<file path="src/rtl/ipf_lcu_sched_if.sv">
// Scheduler-side bundle: image/parameter memory ports, filter stream and control.
// stall_cnt is present only when IPF_SCHED_PERF_EN is defined.
interface ipf_lcu_sched_if #(
  parameter int LCU_LOG  = 4,
  parameter int GRID_LOG = 3,
  parameter int PAR_W    = 24
);
  localparam int ADDR_W = 2 * (LCU_LOG + GRID_LOG);

  logic                  start;
  logic [ADDR_W-1:0]     img_addr;
  logic                  img_rd;
  logic [7:0]            img_data;
  logic [2*GRID_LOG-1:0] par_addr;
  logic                  par_rd;
  logic [PAR_W-1:0]      par_data;
  logic                  busy;
  logic                  finish;
  logic                  in_en;
  logic [7:0]            din;
  logic [1:0]            ipf_type;
  logic [4:0]            ipf_band_pos;
  logic                  ipf_wo_class;
  logic [15:0]           ipf_offset;
  logic [GRID_LOG-1:0]   lcu_x;
  logic [GRID_LOG-1:0]   lcu_y;
  logic                  sched_busy;
  logic                  done;
`ifdef IPF_SCHED_PERF_EN
  logic [15:0]           stall_cnt;
`endif

  modport master (
    input  start, img_data, par_data, busy, finish,
`ifdef IPF_SCHED_PERF_EN
    output stall_cnt,
`endif
    output img_addr, img_rd, par_addr, par_rd, in_en, din,
           ipf_type, ipf_band_pos, ipf_wo_class, ipf_offset,
           lcu_x, lcu_y, sched_busy, done
  );

  modport slave (
    output start, img_data, par_data, busy, finish,
`ifdef IPF_SCHED_PERF_EN
    input  stall_cnt,
`endif
    input  img_addr, img_rd, par_addr, par_rd, in_en, din,
           ipf_type, ipf_band_pos, ipf_wo_class, ipf_offset,
           lcu_x, lcu_y, sched_busy, done
  );
endinterface

</file>
<file path="src/rtl/ipf_lcu_sched.sv">
// IPF front-end scheduler: raster LCU walk, row-major pixel stream, per-LCU params (IPF_SCHED_PERF_EN adds stall_cnt).
// Latency: par_rd on the start cycle, first img_rd +2, first in_en +3; LCUs back-to-back with no bubbles.
// Backpressure: busy parks the in-flight pixel in a 1-entry skid and halts reads until it drains.
module ipf_lcu_sched #(
  parameter int LCU_LOG  = 4,
  parameter int GRID_LOG = 3,
  parameter int PAR_W    = 24
) (
  input logic             clk,
  input logic             reset,
  ipf_lcu_sched_if.master bus
);
  localparam int PIX_W = 2 * LCU_LOG;
  localparam int LCU_W = 2 * GRID_LOG;
  localparam int CNT_W = PIX_W + LCU_W;
  localparam logic [CNT_W-1:0] CNT_ONE = CNT_W'(1);
  localparam logic [LCU_W-1:0] LCU_ONE = LCU_W'(1);

  typedef struct packed {
    logic [1:0]  typ;
    logic [4:0]  band_pos;
    logic        wo_class;
    logic [15:0] offset;
  } par_t;

  typedef enum logic [2:0] {S_IDLE, S_PARAM, S_STREAM, S_DRAIN, S_DONE} state_t;

  state_t           state, state_nxt;
  logic [CNT_W-1:0] iss_cnt;   // {lcu_y, lcu_x, row, col} of the next read
  logic             iss_done;
  logic [CNT_W-1:0] acc_cnt;   // {lcu_y, lcu_x, pixel} of the next pixel to be accepted
  logic             rd_vld;
  logic             skid_vld;
  logic [7:0]       skid_dat;
  logic             par_pend;
  par_t             act_par;
  par_t             shd_par;

  logic [PAR_W-1:0] par_word;
  par_t             par_in;
  logic [LCU_W-1:0] acc_lcu;
  logic [7:0]       din;
  logic             start_acc, in_en, accept, stall, img_rd;
  logic             pix_first, pix_last, lcu_last, prefetch;
  logic             done_c, sched_busy_c;

  assign par_word  = bus.par_data;
  assign par_in    = par_t'(par_word);
  assign acc_lcu   = acc_cnt[CNT_W-1:PIX_W];
  assign start_acc = (state == S_IDLE) && bus.start;

  // Only one of skid/return can hold a word: reads stop the cycle a word is left over.
  assign in_en  = skid_vld | rd_vld;
  assign din    = skid_vld ? skid_dat : (rd_vld ? bus.img_data : 8'h00);
  assign stall  = in_en & bus.busy;
  assign accept = in_en & ~bus.busy;
  assign img_rd = (state == S_STREAM) && !iss_done && !stall;

  assign pix_first = (acc_cnt[PIX_W-1:0] == '0);
  assign pix_last  = &acc_cnt[PIX_W-1:0];
  assign lcu_last  = &acc_lcu;
  assign prefetch  = (state == S_STREAM) && accept && pix_first && !lcu_last;

  always_comb begin
    state_nxt    = state;
    done_c       = 1'b0;
    sched_busy_c = 1'b1;
    case (state)
      S_IDLE: begin
        sched_busy_c = 1'b0;
        if (bus.start) state_nxt = S_PARAM;
      end
      S_PARAM:  state_nxt = S_STREAM;
      S_STREAM: if (accept && pix_last && lcu_last) state_nxt = S_DRAIN;
      S_DRAIN:  if (bus.finish) state_nxt = S_DONE;
      S_DONE: begin
        done_c    = 1'b1;
        state_nxt = S_IDLE;
      end
      default:  state_nxt = S_IDLE;
    endcase
  end

  always_ff @(posedge clk or negedge reset) begin
    if (!reset) state <= S_IDLE;
    else        state <= state_nxt;
  end

  always_ff @(posedge clk or negedge reset) begin
    if (!reset) begin
      iss_cnt  <= '0;
      iss_done <= 1'b0;
    end else if (start_acc) begin
      iss_cnt  <= '0;
      iss_done <= 1'b0;
    end else if (img_rd) begin
      iss_cnt  <= iss_cnt + CNT_ONE;
      iss_done <= &iss_cnt;
    end
  end

  always_ff @(posedge clk or negedge reset) begin
    if (!reset) begin
      rd_vld   <= 1'b0;
      skid_vld <= 1'b0;
      skid_dat <= 8'h00;
    end else begin
      rd_vld   <= img_rd;
      skid_vld <= stall;
      if (stall) skid_dat <= din;
    end
  end

  always_ff @(posedge clk or negedge reset) begin
    if (!reset)         acc_cnt <= '0;
    else if (start_acc) acc_cnt <= '0;
    else if (accept)    acc_cnt <= acc_cnt + CNT_ONE;
  end

  // Active params swap from the shadow only once the LCU's last pixel is taken.
  always_ff @(posedge clk or negedge reset) begin
    if (!reset) begin
      act_par  <= '0;
      shd_par  <= '0;
      par_pend <= 1'b0;
    end else begin
      par_pend <= prefetch;
      if (par_pend) shd_par <= par_in;
      if (state == S_PARAM)      act_par <= par_in;
      else if (accept && pix_last) act_par <= shd_par;
    end
  end

`ifdef IPF_SCHED_PERF_EN
  logic [15:0] stall_cnt;

  always_ff @(posedge clk or negedge reset) begin
    if (!reset)
      stall_cnt <= 16'h0000;
    else if (start_acc)
      stall_cnt <= 16'h0000;
    else if ((state == S_STREAM) && stall && (stall_cnt != 16'hFFFF))
      stall_cnt <= stall_cnt + 16'h0001;
  end

  assign bus.stall_cnt = stall_cnt;
`endif

  assign bus.img_addr     = {iss_cnt[CNT_W-1:PIX_W+GRID_LOG], iss_cnt[PIX_W-1:LCU_LOG],
                             iss_cnt[PIX_W+GRID_LOG-1:PIX_W], iss_cnt[LCU_LOG-1:0]};
  assign bus.img_rd       = img_rd;
  assign bus.par_rd       = start_acc | prefetch;
  assign bus.par_addr     = prefetch ? (acc_lcu + LCU_ONE) : '0;
  assign bus.in_en        = in_en;
  assign bus.din          = din;
  assign bus.ipf_type     = act_par.typ;
  assign bus.ipf_band_pos = act_par.band_pos;
  assign bus.ipf_wo_class = act_par.wo_class;
  assign bus.ipf_offset   = act_par.offset;
  assign bus.lcu_x        = acc_lcu[GRID_LOG-1:0];
  assign bus.lcu_y        = acc_lcu[LCU_W-1:GRID_LOG];
  assign bus.sched_busy   = sched_busy_c;
  assign bus.done         = done_c;
endmodule

</file>
<file path="src/flat_wrapper.sv">
// flat-port wrapper written by rule: the top's interface ports become plain ports
module ipf_lcu_sched_flat 
#(
  parameter int LCU_LOG  = 4,
  parameter int GRID_LOG = 3,
  parameter int PAR_W    = 24
)
  (clk, reset, bus_start, bus_img_data, bus_par_data, bus_busy, bus_finish, bus_img_addr, bus_img_rd, bus_par_addr, bus_par_rd, bus_in_en, bus_din, bus_ipf_type, bus_ipf_band_pos, bus_ipf_wo_class, bus_ipf_offset, bus_lcu_x, bus_lcu_y, bus_sched_busy, bus_done);
  ipf_lcu_sched_if #(.LCU_LOG(LCU_LOG), .GRID_LOG(GRID_LOG), .PAR_W(PAR_W)) bus_i ();
  input logic clk;
  input logic reset;
  input wire logic [$bits(bus_i.start)-1:0] bus_start;
  input wire logic [$bits(bus_i.img_data)-1:0] bus_img_data;
  input wire logic [$bits(bus_i.par_data)-1:0] bus_par_data;
  input wire logic [$bits(bus_i.busy)-1:0] bus_busy;
  input wire logic [$bits(bus_i.finish)-1:0] bus_finish;
  output wire logic [$bits(bus_i.img_addr)-1:0] bus_img_addr;
  output wire logic [$bits(bus_i.img_rd)-1:0] bus_img_rd;
  output wire logic [$bits(bus_i.par_addr)-1:0] bus_par_addr;
  output wire logic [$bits(bus_i.par_rd)-1:0] bus_par_rd;
  output wire logic [$bits(bus_i.in_en)-1:0] bus_in_en;
  output wire logic [$bits(bus_i.din)-1:0] bus_din;
  output wire logic [$bits(bus_i.ipf_type)-1:0] bus_ipf_type;
  output wire logic [$bits(bus_i.ipf_band_pos)-1:0] bus_ipf_band_pos;
  output wire logic [$bits(bus_i.ipf_wo_class)-1:0] bus_ipf_wo_class;
  output wire logic [$bits(bus_i.ipf_offset)-1:0] bus_ipf_offset;
  output wire logic [$bits(bus_i.lcu_x)-1:0] bus_lcu_x;
  output wire logic [$bits(bus_i.lcu_y)-1:0] bus_lcu_y;
  output wire logic [$bits(bus_i.sched_busy)-1:0] bus_sched_busy;
  output wire logic [$bits(bus_i.done)-1:0] bus_done;
  assign bus_i.start = bus_start;
  assign bus_i.img_data = bus_img_data;
  assign bus_i.par_data = bus_par_data;
  assign bus_i.busy = bus_busy;
  assign bus_i.finish = bus_finish;
  assign bus_img_addr = bus_i.img_addr;
  assign bus_img_rd = bus_i.img_rd;
  assign bus_par_addr = bus_i.par_addr;
  assign bus_par_rd = bus_i.par_rd;
  assign bus_in_en = bus_i.in_en;
  assign bus_din = bus_i.din;
  assign bus_ipf_type = bus_i.ipf_type;
  assign bus_ipf_band_pos = bus_i.ipf_band_pos;
  assign bus_ipf_wo_class = bus_i.ipf_wo_class;
  assign bus_ipf_offset = bus_i.ipf_offset;
  assign bus_lcu_x = bus_i.lcu_x;
  assign bus_lcu_y = bus_i.lcu_y;
  assign bus_sched_busy = bus_i.sched_busy;
  assign bus_done = bus_i.done;
  ipf_lcu_sched #(.LCU_LOG(LCU_LOG), .GRID_LOG(GRID_LOG), .PAR_W(PAR_W)) u_core (.clk(clk), .reset(reset), .bus(bus_i));
endmodule
</file>
<file path="config.mk">
export PLATFORM = sky130hd
export DESIGN_NAME = ipf_lcu_sched_flat
export DESIGN_NICKNAME = d
export VERILOG_FILES = /design/src/rtl/ipf_lcu_sched_if.sv /design/src/rtl/ipf_lcu_sched.sv /design/src/flat_wrapper.sv
export SDC_FILE = /design/constraint.sdc
export NUM_CORES = 1
export LEC_CHECK = 0
export CORE_UTILIZATION = 45
export DETAILED_ROUTE_END_ITERATION = 8
export PLACE_DENSITY = 0.76
export SETUP_SLACK_MARGIN = 0.2
export SYNTH_ARGS = -nofsm -noshare
export SYNTH_HDL_FRONTEND = slang
export SYNTH_SLANG_ARGS = --single-unit
</file>
<file path="constraint.sdc">
create_clock -name clk -period 1.9 [get_ports clk]
set_input_delay 0.475 -clock clk [delete_from_list [all_inputs] [get_ports clk]]
set_output_delay 0.475 -clock clk [all_outputs]
set_load 0.005 [all_outputs]
</file>
==> flow_metrics.tcl, run 1 <==
set metrics [dict create \
    outcome "finished with violations" \
    violations "setup timing" \
    clk_pin_slew_ns 0.09 \
    synth-edff-count 0 \
    cts_hold_buf 0 \
    clock_tree.root_cell "clkbuf_8" \
    hp-class "input port to asynchronous set/reset pin" \
    grt_pass1_vias 4166 \
    hpwl_um 7310 \
    groute.usage.overall_pct 26.0 \
    syn2layout_area_growth_pct 62.7 \
    nFillCells 577 \
    fp-row-count 35 \
    clock_path_buffers 2 \
    seq_area_frac_synth_pct 53.1 \
    htreeDepth 3 \
    crit_type "flip-flop to output port" \
    start_util_pct 46.4 \
    fmax_mhz 416 \
    synthMostInstantiatedCell "dfrtp_1" \
    avgViaCountPerCell 5.36 \
    dr.pass1.iters 5 \
    grt_pass1_wl_um 20100 \
    port_buffers 99 \
    vdd_drop_max_mv 0.533 \
    layout_setup_ws_ns -0.505 \
    cp.required_ns 1.42 \
    design.core.area_mm2 0.00924 \
    first_iter_violations 196 \
    skew_ns 0.0104 \
    clk_latency_ns 0.36 \
    netlist_area_mm2 0.00429 \
    synth_common_cells "dfrtp_1 (91), nand2_1 (67), o21ai_0 (32)" \
    grt_max_degree 37 \
    syn_inst 408 \
    hold_violations 0 \
    syn-num-nets 449 \
    drv_cap 0 \
    synth_area_leaders "dfrtp_1 (53%), mux2_2 (6.3%), nand2_1 (5.9%)" \
    async_flop_share_pct 100 \
    grt_antenna_before_repair 0 \
    ys_ff_latch 91 \
    yosysWarningCount 0 \
    synthFlopType "dfrtp_1" \
    multi_input_area_mm2 0.00212 \
    seq_area_mm2 0.00228 \
    tightest_slew_ns 0.488 \
    crit_arrival_ns 1.93 \
    cp_max_fo 4 \
    yosysTopAreaCell "dfrtp_1" \
    slew_headroom_pct 67.5 \
    die_x_um 99.7 \
    io_pins 100 \
    wl_um 13300 \
    ys_types 47 \
    finalCritPeriodShare_pct 127 \
    nets 663 \
    drc 0 \
    cts_num_sinks 91 \
    dieHeight_um 99.7 \
    p_leak_uw 0.00345 \
    worstSetupEndpointType "output port" \
    globalplace.congestion 0.826 \
    avgSynthCellArea_um2 10.5 \
    finalSetupViolCount 26 \
    cts_made_buffers 9 \
    period_needed_ns 2.40 \
    dieArea_mm2 0.00993 \
    route.antenna.remaining_nets 0 \
    final_layout_size_suffix_gt1_share_pct 40.3 \
    place_ws_ns -0.868 \
    p_per_area_mw_per_mm2 832 \
    start_kind "flip-flop" \
    yosysTopAreaCellShare_pct 53.1 \
    antenna_cells 0 \
    routedWlPerCell_um 17.6 \
    num_vias 4047 \
    overflow 0 \
    post-route-util_pct 75.5 \
    rsz0062_at_grt "true" \
    slew_viol_final 0 \
    cts_tree "built" \
]
-- layout make-up --
class | instances | area share [%]
Timing Repair Buffer | 230 | 31.0
Inverter | 10 | 0.592
Tap cell | 129 | 2.31
Multi-Input combinational cell | 280 | 30.3
Sequential cell | 91 | 32.6
Clock inverter | 6 | 1.31
Clock buffer | 9 | 1.77
-- worst max-delay path, stage by stage (launching register included) --
cell	delay [ns]
dfrtp_1	0.39
ha_2	0.19
and3_4	0.15
and3_4	0.19
nand4b_1	0.19
buf_6	0.15
buf_6	0.12
nor2_2	0.08
buf_2	0.12
-- cells by family after synthesis --
| logic type | synth area share, % |
|---|---|
| buffers and inverters | 4.11 |
| and+or+nand+nor | 16.5 |
| AOI/OAI and AO/OA | 9.80 |
| adders and majority gates | 1.17 |
| muxes | 12.1 |
| xor gates and xnor gates | 3.27 |
| DFF | 53.1 |
-- sequential cells by signal, indices dropped and copies added (netlist names) --
signal                   cells
u_core.skid_dat              8
u_core.bus.ipf_offset       16
u_core.bus.ipf_type          2
u_core.iss_done              1
u_core.rd_vld                1
u_core.state                 3
u_core.bus.ipf_wo_class      1
u_core.par_pend              1
u_core.skid_vld              1
u_core.acc_cnt              14
u_core.bus.ipf_band_pos      5
u_core.iss_cnt              14
u_core.shd_par              24
-- metrics by stage --
step / setup TNS [ns] / power (uW) / instances / hold WS [ns] / instance area, um^2
6_report: -5.21 / 5810 / 755 / 0.0689 / 6980
2_1_floorplan: -0.141 / 3270 / 408 / 0.179 / 4320
4_1_cts: -5.22 / 5680 / 735 / 0.0744 / 6630
3_3_place_gp: -19.95 / 3850 / 660 / 0.458 / 5760
3_5_place_dp: -20.74 / 3970 / 660 / 0.464 / 5760
5_1_grt: -7.14 / 6100 / 755 / 0.0919 / 6980
-- metal layers --
metal / part of all wire, % / global-route usage [%] / up-vias / wire length [um]
li1: - / - / 1843 / -
met1: 39 / 30.6 / 1998 / 5130
met2: 52 / 47.0 / 173 / 6950
met3: 6.4 / 5.34 / 33 / 845
met4: 2.8 / 9.28 / 0 / 372
met5: 0 / 0 / - / 0
-- cells in the final DEF (no fill, tap or decap), types with 3 or more instances in the layout --
cell type and count:
a21oi_2 8, buf_6 39, buf_16 4, a21oi_1 4, buf_4 82, dfrtp_1 90
or4_4 3, or3_4 3, clkbuf_2 4, nand2_1 65, xnor2_1 8, o21ai_1 24
buf_2 16, clkbuf_8 9, mux2i_1 23, xor2_1 7, a31o_2 3, o31ai_1 4
dlygate4sd2_1 35, and3_4 3, nand4_1 7, and3_1 3, a22o_1 7, buf_8 4
dlymetal6s2s_1 8, buf_12 4, nand3_1 5, inv_1 7, o21ai_0 7, nor2_1 19
nor3_1 3, clkdlybuf4s50_1 32, nor2_2 3, clkinv_4 3, mux2_2 24
-- repair_timing --
action	4_1_cts	5_1_grt
setup buffers	55	19
endpoints found under the setup margin	109	93
gates resized for setup	192	68
endpoints found under the hold margin	0	0
cloned	5	1
pin swaps	38	34
-- worst paths after layout --
kind / cells after the start / slack [ns] / start / end
min in group clk: 2 / 0.49 / u_core.skid_dat[4] / u_core.skid_dat[4]
max in group asynchronous: 2 / 1.22 / reset / u_core.shd_par[10]
worst max register to register: 9 / -0.13 / u_core.state[0] / u_core.iss_cnt[11]
worst min register to register: 2 / 0.49 / u_core.skid_dat[4] / u_core.skid_dat[4]
worst min-delay path: 1 / 0.07 / reset / u_core.iss_cnt[1]
worst max-delay path: 8 / -0.50 / u_core.acc_cnt[8] / bus_par_addr[3]
-- where the power goes --
group          leakage, uW  internal, uW  total, uW  switching (uW)
Sequential         0.00119          2350       2610             264
Clock             0.000109           739       1450             708
Combinational      0.00215           997       1750             754
Note: power is estimated with default switching activity, not from simulation.
==> run 2, diff against run 1 <==
--- a/config.mk
+++ b/config.mk
@@ -5,9 +5,10 @@
 export SDC_FILE = /design/constraint.sdc
 export NUM_CORES = 1
 export LEC_CHECK = 0
-export CORE_UTILIZATION = 45
+export CORE_UTILIZATION = 57
 export DETAILED_ROUTE_END_ITERATION = 8
-export PLACE_DENSITY = 0.76
+export DONT_BUFFER_PORTS = 1
+export PLACE_DENSITY = 0.75
 export SETUP_SLACK_MARGIN = 0.2
 export SYNTH_ARGS = -nofsm -noshare
 export SYNTH_HDL_FRONTEND = slang
==> run 2 against run 1 <==
The flow finishes with violations (hold timing, setup timing). Flip-flop and latch count did not move. Utilization decreased by 2.7 points. Sequential share of layout area increased by 11 points. Combinational power shrank 41%. Cell count shrank 27%. Clock-buffer cell count unchanged. Critical path type unchanged.
==> flow_metrics.tcl, run 2 (same netlist as run 1, synthesis figures left out) <==
set metrics [dict create \
    num_vias 3207 \
    antenna_cells 0 \
    dieHeight_um 88.8 \
    skew_ns 0.00791 \
    cts_num_sinks 91 \
    clock_tree.root_cell "clkbuf_8" \
    clk_latency_ns 0.37 \
    final_cell_mix "dfrtp_1 (88), nand2_1 (66), buf_4 (31)" \
    wl_um 9720 \
    finalSetupViolCount 14 \
    fmax_mhz 432 \
    dieArea_mm2 0.00788 \
    grt_max_degree 92 \
    whs_ns -0.217 \
    nets 489 \
    top_register "u_core.shd_par" \
    port_buffers 0 \
    drc 0 \
    globalplace.congestion 0.769 \
    syn2layout_area_growth_pct 23.1 \
    grt_pass1_vias 3045 \
    grt_pass1_wl_um 14400 \
    largest_reg_flops 24 \
    post_dp_cell_area_mm2 0.00452 \
    drv_cap 0 \
    overflow 0 \
    dr.pass1.iters 4 \
    crit_type "flip-flop to output port" \
    start_kind "flip-flop" \
    hold_violations 91 \
    routedWlPerCell_um 17.6 \
    die_x_um 88.8 \
    start_util_pct 59.2 \
    grt_antenna_before_repair 0 \
    slew_viol_final 0 \
    hpwl_um 5770 \
    clk_pin_slew_ns 0.10 \
    crit_arrival_ns 1.84 \
    p_per_area_mw_per_mm2 946 \
    cp.required_ns 1.42 \
    period_needed_ns 2.31 \
    place_ws_ns -0.0250 \
    clock_path_buffers 2 \
    finalCritPeriodShare_pct 122 \
    fp-row-count 31 \
    rsz0062_at_grt "true" \
    hp-class "input port to asynchronous set/reset pin" \
    tightest_slew_ns 0.338 \
    cts_made_buffers 9 \
    vdd_drop_max_mv 0.617 \
    route.antenna.remaining_nets 0 \
    finalNonFillerCells 552 \
    violations "hold timing, setup timing" \
    p_leak_uw 0.00231 \
    final.setup.tns_ns -2.94 \
    outcome "finished with violations" \
    design.core.area_mm2 0.00725 \
    final_layout_size_suffix_gt1_share_pct 32.7 \
    layout_setup_ws_ns -0.414 \
    place_inst 504 \
    io_pins 100 \
    first_iter_violations 238 \
    slew_headroom_pct 77.5 \
    final_common_cell "dfrtp_1" \
    worstSetupEndpointType "output port" \
    groute.usage.overall_pct 24.4 \
    final_area_mm2 0.00528 \
    htreeDepth 3 \
    avgViaCountPerCell 5.81 \
    post-route-util_pct 72.8 \
    cts_tree "built" \
    cp_max_fo 6 \
]
-- run 2: cell types whose count changed in the layout (fill, tap and decap cells not counted), moves of 3 or more --
cell / delta
inv_6: +3
dlygate4sd2_1: -35
buf_8: -3
buf_4: -51
clkbuf_2: -4
buf_6: -21
dlymetal6s2s_1: -8
nor2_1: -3
nor2_4: +5
buf_2: -15
clkdlybuf4s50_1: -32
-- run 2: layer usage --
layer  part of all wire [%]  track usage, %  vias to the layer above
li1                       -               -                     1503
met1                     43            29.7                     1597
met2                     50            40.2                       90
met3                    5.8            8.12                       17
met4                    1.7            9.82                        0
met5                      0               0                        -
-- run 2: critical path: stages (launching register included) --
cell and delay, ns:
dfrtp_1 0.40, ha_2 0.19, and3_4 0.17, and3_4 0.17
nand4b_1 0.24, buf_6 0.21, nor2_4 0.09
-- run 2: what timing repair did --
action,4_1_cts,5_1_grt
setup endpoints to repair,53,58
buffers inserted,15,13
cloned,3,1
endpoints found under the hold margin,91,91
pin swaps,11,23
resized for setup,42,57
-- run 2: metrics by stage --
step	total power, uW	hold WS, ns
after global routing	5240	-0.239
after CTS	4880	-0.224
after global placement	3440	0.181
final	5000	-0.217
after detailed placement	3520	0.181
after floorplan	3270	0.179
-- run 2: cell type report --
| type | instances | area (um^2) |
|---|---|---|
| sequential | 91 | 2280 |
| multi-input combinational | 280 | 2070 |
| fill | 497 | 1970 |
| timing repair buffer | 56 | 576 |
| clock buffer | 9 | 124 |
| tap | 99 | 124 |
| clock inverter | 7 | 65.1 |
| inverter | 10 | 43.8 |
-- run 2: report_power, final --
group	switching, uW	total [uW]	internal, uW	leakage [uW]
clock	773	1280	510	0.0000947
sequential	332	2680	2350	0.00119
combinational	449	1030	585	0.00102
-- run 2: path summary, 6_finish.rpt --
check / slack, ns / cells after the start / to / from
min in group clk: 0.21 / 2 / u_core.state[2] / bus_finish
max reg2reg: 0.01 / 10 / u_core.bus.ipf_offset[4] / u_core.acc_cnt[4]
min reg2reg: 0.49 / 2 / u_core.skid_dat[4] / u_core.skid_dat[4]
max in group asynchronous: 1.98 / 0 / u_core.acc_cnt[5] / reset
max: -0.41 / 6 / bus_par_addr[1] / u_core.acc_cnt[8]
min: -0.22 / 0 / u_core.iss_cnt[3] / reset
